===== src/rtl/fetch_prefetch_queue.sv =====
// rtl/fetch_prefetch_queue.sv - instruction prefetch FIFO feeding the IF stage from a shared memory port
module fetch_prefetch_queue #(
    parameter int              DEPTH    = 4,
    parameter int              XLEN     = 32,
    parameter logic [XLEN-1:0] RESET_PC = {XLEN{1'b0}}
) (
    input  logic                     clk,
    input  logic                     rst,
    input  logic                     mem_free,
    output logic                     mem_fetch_en,
    output logic [XLEN-1:0]          mem_addr,
    input  logic [XLEN-1:0]          mem_rdata,
    input  logic                     redirect,
    input  logic [XLEN-1:0]          redirect_pc,
    input  logic                     if_ready,
    output logic                     if_valid,
    output logic [XLEN-1:0]          if_inst,
    output logic [XLEN-1:0]          if_pc,
    output logic [$clog2(DEPTH):0]   count
);

    localparam int              AW      = $clog2(DEPTH);
    localparam int              CW      = AW + 1;
    localparam logic [CW-1:0]   DEPTH_C = CW'(DEPTH);

    logic [AW-1:0]   rd_ptr;
    logic [AW-1:0]   wr_ptr;
    logic [XLEN-1:0] fetch_pc;

    // storage holds {pc, inst}; contents are only meaningful below count, so no reset
    logic [XLEN-1:0] pc_mem   [DEPTH];
    logic [XLEN-1:0] inst_mem [DEPTH];

    logic deq;
    logic enq;

    // handshake decode: redirect kills both sides; a full queue still accepts when the head leaves
    always_comb begin
        deq = if_valid & if_ready & ~redirect;
        enq = mem_free & ~redirect & ~rst & ((count < DEPTH_C) | deq);
    end

    assign mem_fetch_en = enq;
    assign mem_addr     = fetch_pc;
    assign if_valid     = (count != '0);
    assign if_inst      = inst_mem[rd_ptr];
    assign if_pc        = pc_mem[rd_ptr];

    // control state: reset beats redirect, redirect beats normal enqueue/dequeue
    always_ff @(posedge clk) begin
        if (rst) begin
            fetch_pc <= RESET_PC;
            rd_ptr   <= '0;
            wr_ptr   <= '0;
            count    <= '0;
        end else if (redirect) begin
            fetch_pc <= redirect_pc;
            rd_ptr   <= '0;
            wr_ptr   <= '0;
            count    <= '0;
        end else begin
            if (enq) begin
                wr_ptr   <= wr_ptr + AW'(1);
                fetch_pc <= fetch_pc + XLEN'(4);
            end
            if (deq) begin
                rd_ptr <= rd_ptr + AW'(1);
            end
            case ({enq, deq})
                2'b10:   count <= count + CW'(1);
                2'b01:   count <= count - CW'(1);
                default: count <= count;
            endcase
        end
    end

    // entry write: the fetched word lands at the tail, visible at the head from the next cycle
    always_ff @(posedge clk) begin
        if (enq) begin
            pc_mem[wr_ptr]   <= fetch_pc;
            inst_mem[wr_ptr] <= mem_rdata;
        end
    end

endmodule


===== config.mk =====
export PLATFORM = sky130hd
export DESIGN_NAME = fetch_prefetch_queue
export DESIGN_NICKNAME = d
export VERILOG_FILES = /design/src/rtl/fetch_prefetch_queue.sv
export SDC_FILE = /design/constraint.sdc
export NUM_CORES = 1
export LEC_CHECK = 0
export BUFFER_PORTS_ARGS = -buffer_cell sky130_fd_sc_hd__buf_2
export CORE_MARGIN = 2
export CORE_UTILIZATION = 40
export CTS_CLUSTER_DIAMETER = 80
export DETAILED_ROUTE_END_ITERATION = 12
export PLACE_DENSITY_LB_ADDON = 0.08
export RECOVER_POWER = 50
export SYNTH_ARGS = -nofsm -noshare
export SYNTH_HDL_FRONTEND = slang
export SYNTH_SLANG_ARGS = --single-unit
export TNS_END_PERCENT = 20

===== constraint.sdc =====
create_clock -name clk -period 3.2 [get_ports clk]
set_input_delay 0.16 -clock clk [delete_from_list [all_inputs] [get_ports clk]]
set_output_delay 0.16 -clock clk [all_outputs]
set_load 0.02 [all_outputs]

==> results of run 1 <==
[metal layers]
metal	GRT usage [%]	vias to the layer above	part of all wire, %	wire length (microns)
li1	-	3112	-	-
met1	23.8	3503	43	11700
met2	30.7	220	49	13600
met3	3.67	44	6.2	1710
met4	5.01	0	2.0	544
met5	0	-	0	0
[how the worst max path moves through the flow]
stage           startpoint             end  slack (ns)  depth (start not counted)
4_1_cts               flop        if_pc[5]        0.65                          3
6_report       mem_addr[2]    mem_addr[26]        0.67                          5
5_1_grt           redirect     mem_addr[3]        0.49                          7
3_3_place_gp   mem_addr[2]    mem_addr[18]        0.86                          5
3_5_place_dp   mem_addr[2]    mem_addr[26]        0.72                          5
2_1_floorplan     count[2]  inst_mem[1][0]        0.04                          5
[final cells by class]
type	instances	area, sq um	area share [%]
well taps	384	480	3.28
inverters	16	60.1	0.411
repair buffers	251	1640	11.2
clock inverters	11	133	0.907
clock buffers	45	888	6.07
flip-flops and latches	297	8520	58.2
multi-input cells	292	2920	19.9
[cell families after synthesis]
kind of cell               count (synthesis)
muxes                                     67
buffers and inverters                     48
adders and majority gates                  7
DFF                                      297
AOI/OAI and AO/OA                         55
and+or+nand+nor                          150
xor gates and xnor gates                  13
[sequential cells by signal (all words and copies together), names as in the netlist, named ones only]
name      flops
count         3
inst_mem    128
mem_addr     32
pc_mem      128
rd_ptr        2
wr_ptr        2
[placed cells by master, fill, tap and decap left out, drive strengths merged, types with 15 or more instances in the layout]
master and count:
edfxtp 256, buf 117, clkbuf 116, mux4 64, dlygate4sd3 63, nor2 41, dfxtp 41, nand2 19
inv 16, nand4 16, nand3 15
[through the flow]
stage          total power [mW]  util [%]
3_3_place_gp               4.80      45.7
4_1_cts                    8.42      51.4
2_1_floorplan              4.61         -
6_report                   8.31      51.1
5_1_grt                    8.61      51.1
3_5_place_dp               4.82      45.7
[critical path: cells and delay by family (launching register included)]
family	cells	cell delay, ns
AO/OA/AOI/OAI	1	0.40
adder cells (fa/ha/maj)	1	0.28
flip-flops	1	0.53
AND/OR/NAND/NOR	3	1.18
[power groups by stage]
stage	logic, mW	registers (mW)	clock network, mW
floorplan	0.163	4.45	0
global placement	0.370	4.43	0
detailed placement	0.373	4.44	0
CTS	0.435	4.36	3.62
global route	0.449	4.37	3.79
finish	0.414	4.36	3.54
[timing repair]
action,in CTS,in global routing
hold endpoints to repair,158,0
buffers inserted,0,0
hold buffers,63,0
==> impl_metrics.py, run 1 <==
metrics = {
    "outcome": {
        "status": "finished, final reports clean",
    },
    "logic_synthesis": {
        "synth.top_cell.area_share_pct": 66.3,
        "synthSimpleGateAreaFrac_pct": 7.00,
        "synthAdderAreaFrac_pct": 0.820,
        "netlist_area_sq_um": 11600,
        "synth_nets": 713,
        "synth_warnings": 0,
        "synth.area.top_cells": "edfxtp_1, mux4_2, dfxtp_1, nor2_1, a311oi_1",
        "synth_edf_count": 256,
        "synth_most_common_cell": "edfxtp_1",
        "synth-seq-cells": 297,
        "synth_xor_area_share_pct": 0.981,
        "synth-compound-area-share_pct": 3.57,
        "syn-mean-instance-area_sq_um": 18.2,
        "synth_seq_area_share_pct": 73.3,
        "ys_async_sr_fraction_pct": 0,
        "synthFlopType": "edfxtp_1",
        "synthMuxAreaShare_pct": 12.7,
        "synth_top_cell_by_area": "edfxtp_1",
        "synth.top_cells.by_count": "edfxtp_1, mux4_2, dfxtp_1, nor2_1, clkbuf_1",
        "synth_cells": 637,
        "synthDistinctLibCells": 48,
        "synth_top_family_by_area": "multiplexers",
    },
    "worst_setup_path": {
        "crit_arrival_ns": 2.94,
        "start_kind": "flop",
        "cp.required_ns": 3.61,
        "path_cells": "ha_1, and4_1, nand3_1, or3_1, a2111oi_1",
        "r2r_cells": 5,
        "crit_path_max_incr_delay_ns": 0.53,
        "rrSetupSlack_ns": 0.67,
        "critPathCaptureType": "flop",
        "reg2reg_to": "mem_addr[26]",
        "r2r-start": "mem_addr[2]",
        "crit_type": "reg -> reg",
        "worst-path-max-fanout": 13,
        "critPathSlowestCell": "dfxtp_1",
    },
    "routing": {
        "drt_iter0_drc": 497,
        "via_per_inst": 5.31,
        "ant_nets": 0,
        "drc": 0,
        "vias": 6879,
        "wl_microns": 27500,
        "routedWlPerCell_microns": 21.2,
        "dr.pass1.iters": 6,
    },
    "pwr": {
        "clkPwrFrac_pct": 42.6,
        "seq_power_share_pct": 52.5,
        "p_leak_nw": 4.82,
        "p_int_mw": 6.60,
        "power_density_nw_per_um2": 568,
        "p_comb_share_pct": 5.0,
        "sw_frac_of_total_pct": 20.7,
        "p_sw_mw": 1.72,
        "peakVddDrop_uv": 385,
    },
    "die": {
        "ios": 170,
        "initial_utilization_pct": 40.5,
        "die_h_microns": 174,
        "die_x_microns": 174,
        "die_area_sq_um": 30400,
        "row_count": 62,
        "core_region_area_sq_um": 28600,
    },
    "sta": {
        "period_share_pct": 79.2,
        "tightest_slew_ns": 1.07,
        "worst_slack_ns": 0.665,
        "hold_viol_final": 0,
        "max-slew-margin-rel_pct": 28.4,
        "setup_viol": 0,
        "rsz0062_at_grt": "no",
        "fin_crit_ns": 2.53,
        "timing.hold.ws_ns": 0.0302,
        "drv_slew": 0,
        "fin_skew_ns": 0.0180,
        "setup_tns_ns": 0,
        "max_freq_ghz": 0.394,
    },
    "placement": {
        "place_area_sq_um": 13100,
        "hpwl_microns": 17700,
        "gp_congestion": 0.809,
        "placed_cells": 1177,
        "io_buffer_count": 169,
        "dp_slack_ns": 0.723,
    },
    "clock_tree": {
        "cts_tree": "built",
        "numCtsBuffers": 30,
        "root_buffer": "clkbuf_16",
        "cts_resized": 0,
        "insertion_delay_ns": 0.54,
        "cts.sinks": 297,
        "clkTransAtPathRegs_ns": 0.06,
        "htreeDepth": 1,
        "ctsLongestPathBuffers": 3,
    },
    "min_path": {
        "hp-start": "redirect_pc[20]",
        "min_path_cells": 3,
        "hold_path.class": "in -> reg",
        "min_to": "mem_addr[20]",
    },
    "global_routing": {
        "antenna_found_initial": 0,
        "grt_max_degree": 46,
        "grt_pass1_wl_microns": 41900,
        "grt_use_total_pct": 18.1,
        "grt_pass1_vias": 7238,
        "grt_overflow": 0,
    },
    "finish": {
        "layout.nets": 964,
        "stdcell_area_sq_um": 14600,
        "fillers": 2393,
        "drive_gt1_share_pct": 26.4,
        "syn2layout_area_growth_pct": 26.1,
        "fin_cells": 1296,
        "num_antenna_cells": 0,
    },
    "job": {
        "cap_violations": 0,
    },
}
(Power assumes the default switching activity.)
==> run 2, diff against run 1 <==
==> constraint.sdc (replaced) <==
create_clock -name clk -period 2.3 [get_ports clk]
set_input_delay 0.115 -clock clk [delete_from_list [all_inputs] [get_ports clk]]
set_output_delay 0.115 -clock clk [all_outputs]
set_load 0.02 [all_outputs]
==> run 2 against run 1 <==
Effect of this change:
- global-route usage down 0.80 points
- critical endpoint is now mem_addr[13]
- clock skew decreased by 0.010 ns
- sequential share of layout area decreased by 0.23 points
- largest cell class unchanged
- die area unchanged
- first-iteration DRC count down 23%
- worst hold slack better by 0.0043 ns
- core utilization up 0.21 points
- non-clock buffer count up 26
- clock-buffer cell count is 5 lower
==> impl_metrics.py, run 2 (synthesized netlist as in run 1, its figures left out) <==
metrics = {
    "outcome": {
        "status": "finished, final reports clean",
    },
    "global_routing": {
        "grt_pass1_vias": 7183,
        "grt_overflow": 0,
        "met3_usage_pct": 2.60,
        "top_usage_layer": "met2",
        "antenna_found_initial": 0,
        "grt_max_degree": 65,
        "grt_pass1_wl_microns": 40600,
        "grtUsageMet2_pct": 29.1,
        "use_met1_pct": 23.8,
        "grt_use_total_pct": 17.3,
    },
    "finish": {
        "fin_cells": 1321,
        "syn2layout_area_growth_pct": 26.6,
        "final_cell_mix": "edfxtp_1, buf_2, clkbuf_1, dlygate4sd3_1, mux4_2",
        "layout.nets": 991,
        "num_antenna_cells": 0,
        "layout_commonest_cell": "edfxtp_1",
        "drive_gt1_share_pct": 25.9,
    },
    "sta": {
        "setup_tns_ns": 0,
        "rsz0062_at_grt": "no",
        "max_freq_ghz": 0.460,
        "timing.hold.ws_ns": 0.0345,
        "setup_viol": 0,
        "hold_viol_final": 0,
        "fin_crit_ns": 2.17,
        "fin_skew_ns": 0.00758,
        "worst_slack_ns": 0.126,
        "drv_slew": 0,
        "period_share_pct": 94.5,
        "max-slew-margin-rel_pct": 49.2,
        "tightest_slew_ns": 0.756,
    },
    "job": {
        "cap_violations": 0,
    },
    "worst_setup_path": {
        "critPathSlowestCell": "or4_2",
        "r2r-start": "mem_addr[8]",
        "worst-path-max-fanout": 9,
        "crit_path_max_incr_delay_ns": 0.60,
        "reg2reg_to": "mem_addr[13]",
        "crit_arrival_ns": 2.62,
        "path_buf_inv": 1,
        "r2r_cells": 5,
        "critPathCaptureType": "flop",
        "cp.required_ns": 2.75,
        "cp_top_family": "simple AND/OR/NAND/NOR gates",
        "crit_type": "reg -> reg",
        "start_kind": "flop",
        "path_cells": "clkbuf_1, and4_1, nand4_1, or4_2, a311oi_1",
        "rrSetupSlack_ns": 0.13,
    },
    "routing": {
        "via_per_inst": 5.23,
        "ant_nets": 0,
        "routedWlPerCell_microns": 19.8,
        "drt_iter0_drc": 383,
        "drc": 0,
        "vias": 6910,
        "wl_microns": 26200,
        "dr.pass1.iters": 5,
    },
    "clock_tree": {
        "clkTransAtPathRegs_ns": 0.06,
        "numCtsBuffers": 31,
        "root_buffer": "clkbuf_16",
        "htreeDepth": 1,
        "insertion_delay_ns": 0.54,
        "cts_tree": "built",
        "ctsLongestPathBuffers": 3,
        "post_cts_buffers": 0,
        "cts.sinks": 297,
    },
    "min_path": {
        "min_path_cells": 5,
        "hold_path.class": "in -> reg",
        "hp-start": "rst",
        "min_to": "mem_addr[31]",
    },
    "die": {
        "ios": 170,
        "initial_utilization_pct": 40.5,
        "row_count": 62,
        "core_region_area_sq_um": 28600,
        "die_h_microns": 174,
        "die_area_sq_um": 30400,
        "die_x_microns": 174,
    },
    "pwr": {
        "p_leak_nw": 4.85,
        "power_density_nw_per_um2": 773,
        "p_total_mw": 11.4,
        "peakVddDrop_uv": 455,
    },
    "placement": {
        "io_buffer_count": 169,
        "gp_congestion": 0.867,
        "hpwl_microns": 16500,
        "dp_slack_ns": 0.124,
        "placed_cells": 1201,
    },
}
[run 2: cell type report]
class                      count  area [sq um]
clock buffer                  40           810
clock inverter                15           145
timing repair buffer         277          1760
inverter                      16          60.1
multi-input combinational    292          2920
tap                          384           480
sequential                   297          8520
fill                        2426         13900
[run 2: worst max-delay path by stage]
stage                startpoint        endpoint  slack, ns  cells past startpoint
floorplan              count[2]  inst_mem[0][0]      -0.16                      5
detailed placement  mem_addr[2]    mem_addr[24]       0.12                      5
global placement    mem_addr[2]    mem_addr[18]       0.23                      5
finish              mem_addr[8]    mem_addr[13]       0.13                      5
global route        mem_addr[8]    mem_addr[13]      0.008                      5
CTS                        flop       if_pc[18]       0.13                      3
[run 2: worst reg2reg max path, stage by stage, from the launching register on]
cell and delay (ns):
dfxtp_1 0.33, clkbuf_1 0.35, and4_1 0.31, nand4_1 0.24, or4_2 0.60, a311oi_1 0.26
[run 2: through the flow]
step / area (sq um) / utilization (%)
floorplan: 11600 / -
global placement: 13300 / 46.4
detailed placement: 13300 / 46.4
CTS: 14900 / 52.0
global route: 14700 / 51.3
finish: 14700 / 51.3
[run 2: routing by layer]
layer / wire [microns] / up-vias
met5: 0 / -
met4: 485 / 0
met3: 1390 / 34
met2: 12800 / 207
met1: 11500 / 3504
li1: - / 3165
[run 2: repair_timing]
| action | in CTS | in global routing |
|---|---|---|
| hold endpoints to repair | 160 | 0 |
| hold buffers | 65 | 0 |
| gates resized for setup | 0 | 1 |
| endpoints found under the setup margin | 0 | 3 |
[run 2: power by group]
part	leakage [nW]	internal (mW)	switching, mW
combinational	1.68	0.259	0.389
clock	0.466	2.79	1.90
sequential	2.70	5.95	0.0648
==> run 3, diff against run 2 <==
--- a/config.mk
+++ b/config.mk
@@ -5,6 +5,7 @@
 export SDC_FILE = /design/constraint.sdc
 export NUM_CORES = 1
 export LEC_CHECK = 0
+export ABC_AREA = 1
 export BUFFER_PORTS_ARGS = -buffer_cell sky130_fd_sc_hd__buf_2
 export CORE_MARGIN = 2
 export CORE_UTILIZATION = 40
==> run 3 against run 2 <==
Effect of this change:
- register-to-register slack better by 0.10 ns
- via count is 24% higher
- non-clock buffer count decreased by 17
- area after synthesis is 4.0% higher
- combinational power is 2% higher
- first-iteration DRC count grew 19%
- final cell count is 28% higher
- clock-buffer cell count is 4 higher
- core utilization fell by 0.62 points
- routed wire length rose by 15%
- sequential power up 1%
- highest routed layer unchanged
==> impl_metrics.py, run 3 <==
metrics = {
    "finish": {
        "layout.nets": 1359,
        "fillers": 2705,
        "layout_commonest_cell": "edfxtp_1",
        "final_cell_mix": "edfxtp_1, nor2_1, o21ai_0, buf_2, nand2_1",
        "drive_gt1_share_pct": 14.7,
        "syn2layout_area_growth_pct": 24.5,
        "regArea_sq_um": 8510,
        "num_antenna_cells": 0,
        "multiInputGateArea_sq_um": 3100,
    },
    "min_path": {
        "hold_path.class": "in -> reg",
        "hp-start": "mem_free",
    },
    "logic_synthesis": {
        "synth_cells": 1042,
        "synth_seq_area_share_pct": 70.5,
        "netlist_area_sq_um": 12100,
        "synth.area.top_cells": "edfxtp_1, o21ai_0, dfxtp_1, nor2_1, o22ai_1",
        "synthFlopType": "edfxtp_1",
        "synthDistinctLibCells": 35,
        "synth-seq-cells": 297,
        "synth_edf_count": 256,
        "synth.top_cell.area_share_pct": 63.7,
        "synth_most_common_cell": "edfxtp_1",
        "synth.top_cells.by_count": "edfxtp_1, nor2_1, o21ai_0, nand2_1, o22ai_1",
        "synth_top_cell_by_area": "edfxtp_1",
        "synth_nets": 1118,
        "syn-mean-instance-area_sq_um": 11.6,
        "ys_async_sr_fraction_pct": 0,
        "synth_warnings": 0,
    },
    "global_routing": {
        "grt_use_total_pct": 19.1,
        "grt_max_degree": 89,
        "grt_pass1_wl_microns": 46600,
        "antenna_found_initial": 0,
        "grt_pass1_vias": 8387,
        "grt_overflow": 0,
    },
    "sta": {
        "setup_tns_ns": 0,
        "fin_crit_ns": 2.10,
        "worst_slack_ns": 0.195,
        "max_freq_ghz": 0.475,
        "drv_slew": 0,
        "setup_viol": 0,
        "hold_viol_final": 0,
        "fin_skew_ns": 0.0111,
        "period_share_pct": 91.5,
        "tightest_slew_ns": 0.734,
        "max-slew-margin-rel_pct": 51.1,
        "rsz0062_at_grt": "no",
    },
    "clock_tree": {
        "cts_tree": "built",
        "ctsLongestPathBuffers": 3,
        "insertion_delay_ns": 0.50,
        "cts_hold_buf": 67,
        "cts.sinks": 297,
        "htreeDepth": 2,
        "cts_resized": 0,
        "root_buffer": "clkbuf_16",
        "clkTransAtPathRegs_ns": 0.06,
        "post_cts_buffers": 0,
        "numCtsBuffers": 34,
    },
    "routing": {
        "drc": 0,
        "ant_nets": 0,
        "drt_iter0_drc": 457,
        "vias": 8574,
        "via_per_inst": 5.06,
        "routedWlPerCell_microns": 17.8,
        "wl_microns": 30200,
        "dr.pass1.iters": 5,
    },
    "die": {
        "die_h_microns": 178,
        "row_count": 63,
        "die_x_microns": 178,
        "die_area_sq_um": 31600,
        "initial_utilization_pct": 40.7,
        "core_region_area_sq_um": 29600,
        "ios": 170,
    },
    "placement": {
        "io_buffer_count": 169,
        "gp_congestion": 0.754,
        "hpwl_microns": 17600,
        "dp_slack_ns": 0.460,
    },
    "worst_setup_path": {
        "critPathCaptureType": "output pin",
        "start_kind": "input port",
        "crit_type": "in -> out",
        "crit_start": "rst",
        "r2r-start": "mem_addr[2]",
        "cp.required_ns": 2.18,
        "worst-path-max-fanout": 17,
        "crit_arrival_ns": 1.99,
    },
    "pwr": {
        "peakVddDrop_uv": 476,
        "power_density_nw_per_um2": 786,
        "sw_frac_of_total_pct": 21.7,
        "p_leak_nw": 5.31,
        "seq_power_share_pct": 51.7,
        "p_int_mw": 9.25,
        "clkPwrFrac_pct": 42.7,
        "p_sw_mw": 2.56,
        "p_comb_share_pct": 5.6,
    },
    "outcome": {
        "status": "finished, final reports clean",
    },
    "job": {
        "cap_violations": 0,
    },
}
[run 3: changes by cell type after synthesis, moves of 14 or more]
cell	before	now
inv_1	16	51
nor2_1	41	182
buf_2	0	14
mux4_2	64	0
nand4_1	15	0
nand2_1	19	95
nand3_1	15	37
a311oi_1	14	0
o21ai_0	5	175
o22ai_1	0	64
a21oi_1	7	33
[run 3: metrics by stage]
step           area [sq um]  util [%]  instances  hold slack [ns]  power, mW
2_1_floorplan         12100         -       1042            0.214       6.51
3_3_place_gp          13500      45.4       1570            0.331       6.81
3_5_place_dp          13500      45.4       1570            0.336       6.81
4_1_cts               15200      51.2       1694          0.00217       12.0
5_1_grt               15000      50.7       1694           0.0281       12.2
6_report              15000      50.7       1694           0.0306       11.8
[run 3: logic make-up (layout without fill, tap and decap cells)]
kind of cell	after synthesis	count (layout)	share of synthesized area, %
simple gates	341	341	11.9
buf+inv	108	370	3.83
xor+xnor	3	3	0.218
flops	297	297	70.5
fa+ha+maj	7	7	0.788
compound gates	286	286	12.8
[run 3: worst paths after layout]
check	slack (ns)	endpoint	depth (start not counted)
min reg2reg	0.49	flop	2
max reg2reg	0.23	mem_addr[28]	9
max	0.20	mem_fetch_en	7
min	0.03	wr_ptr[1]	3
[run 3: area by class of cell]
class,count,share of cell area (%)
Multi-Input combinational cell,637,20.7
Clock inverter,13,0.758
Inverter,53,1.34
Sequential cell,297,56.7
Clock buffer,44,6.12
Tap cell,390,3.25
Timing Repair Buffer,260,11.2
[run 3: power by group through the flow]
stage | sequential (mW) | clock [mW] | combinational, mW
2_1_floorplan | 6.23 | 0 | 0.286
3_3_place_gp | 6.21 | 0 | 0.596
3_5_place_dp | 6.21 | 0 | 0.600
4_1_cts | 6.10 | 5.18 | 0.693
5_1_grt | 6.12 | 5.37 | 0.727
6_report | 6.10 | 5.05 | 0.658
[run 3: layer usage]
metal | routed length (microns) | share of wire, % | global-route usage [%]
met1 | 13800 | 46 | 26.3
met2 | 14400 | 48 | 31.5
met3 | 1490 | 4.9 | 3.34
met4 | 493 | 1.6 | 4.51
met5 | 0 | 0 | 0
[run 3: worst max-delay path, cell delays in order]
cell and delay, ns:
dlygate4sd3_1 0.53, buf_2 0.17, nor2_4 0.22, nand3_4 0.20
buf_4 0.27, inv_1 0.24, buf_2 0.23
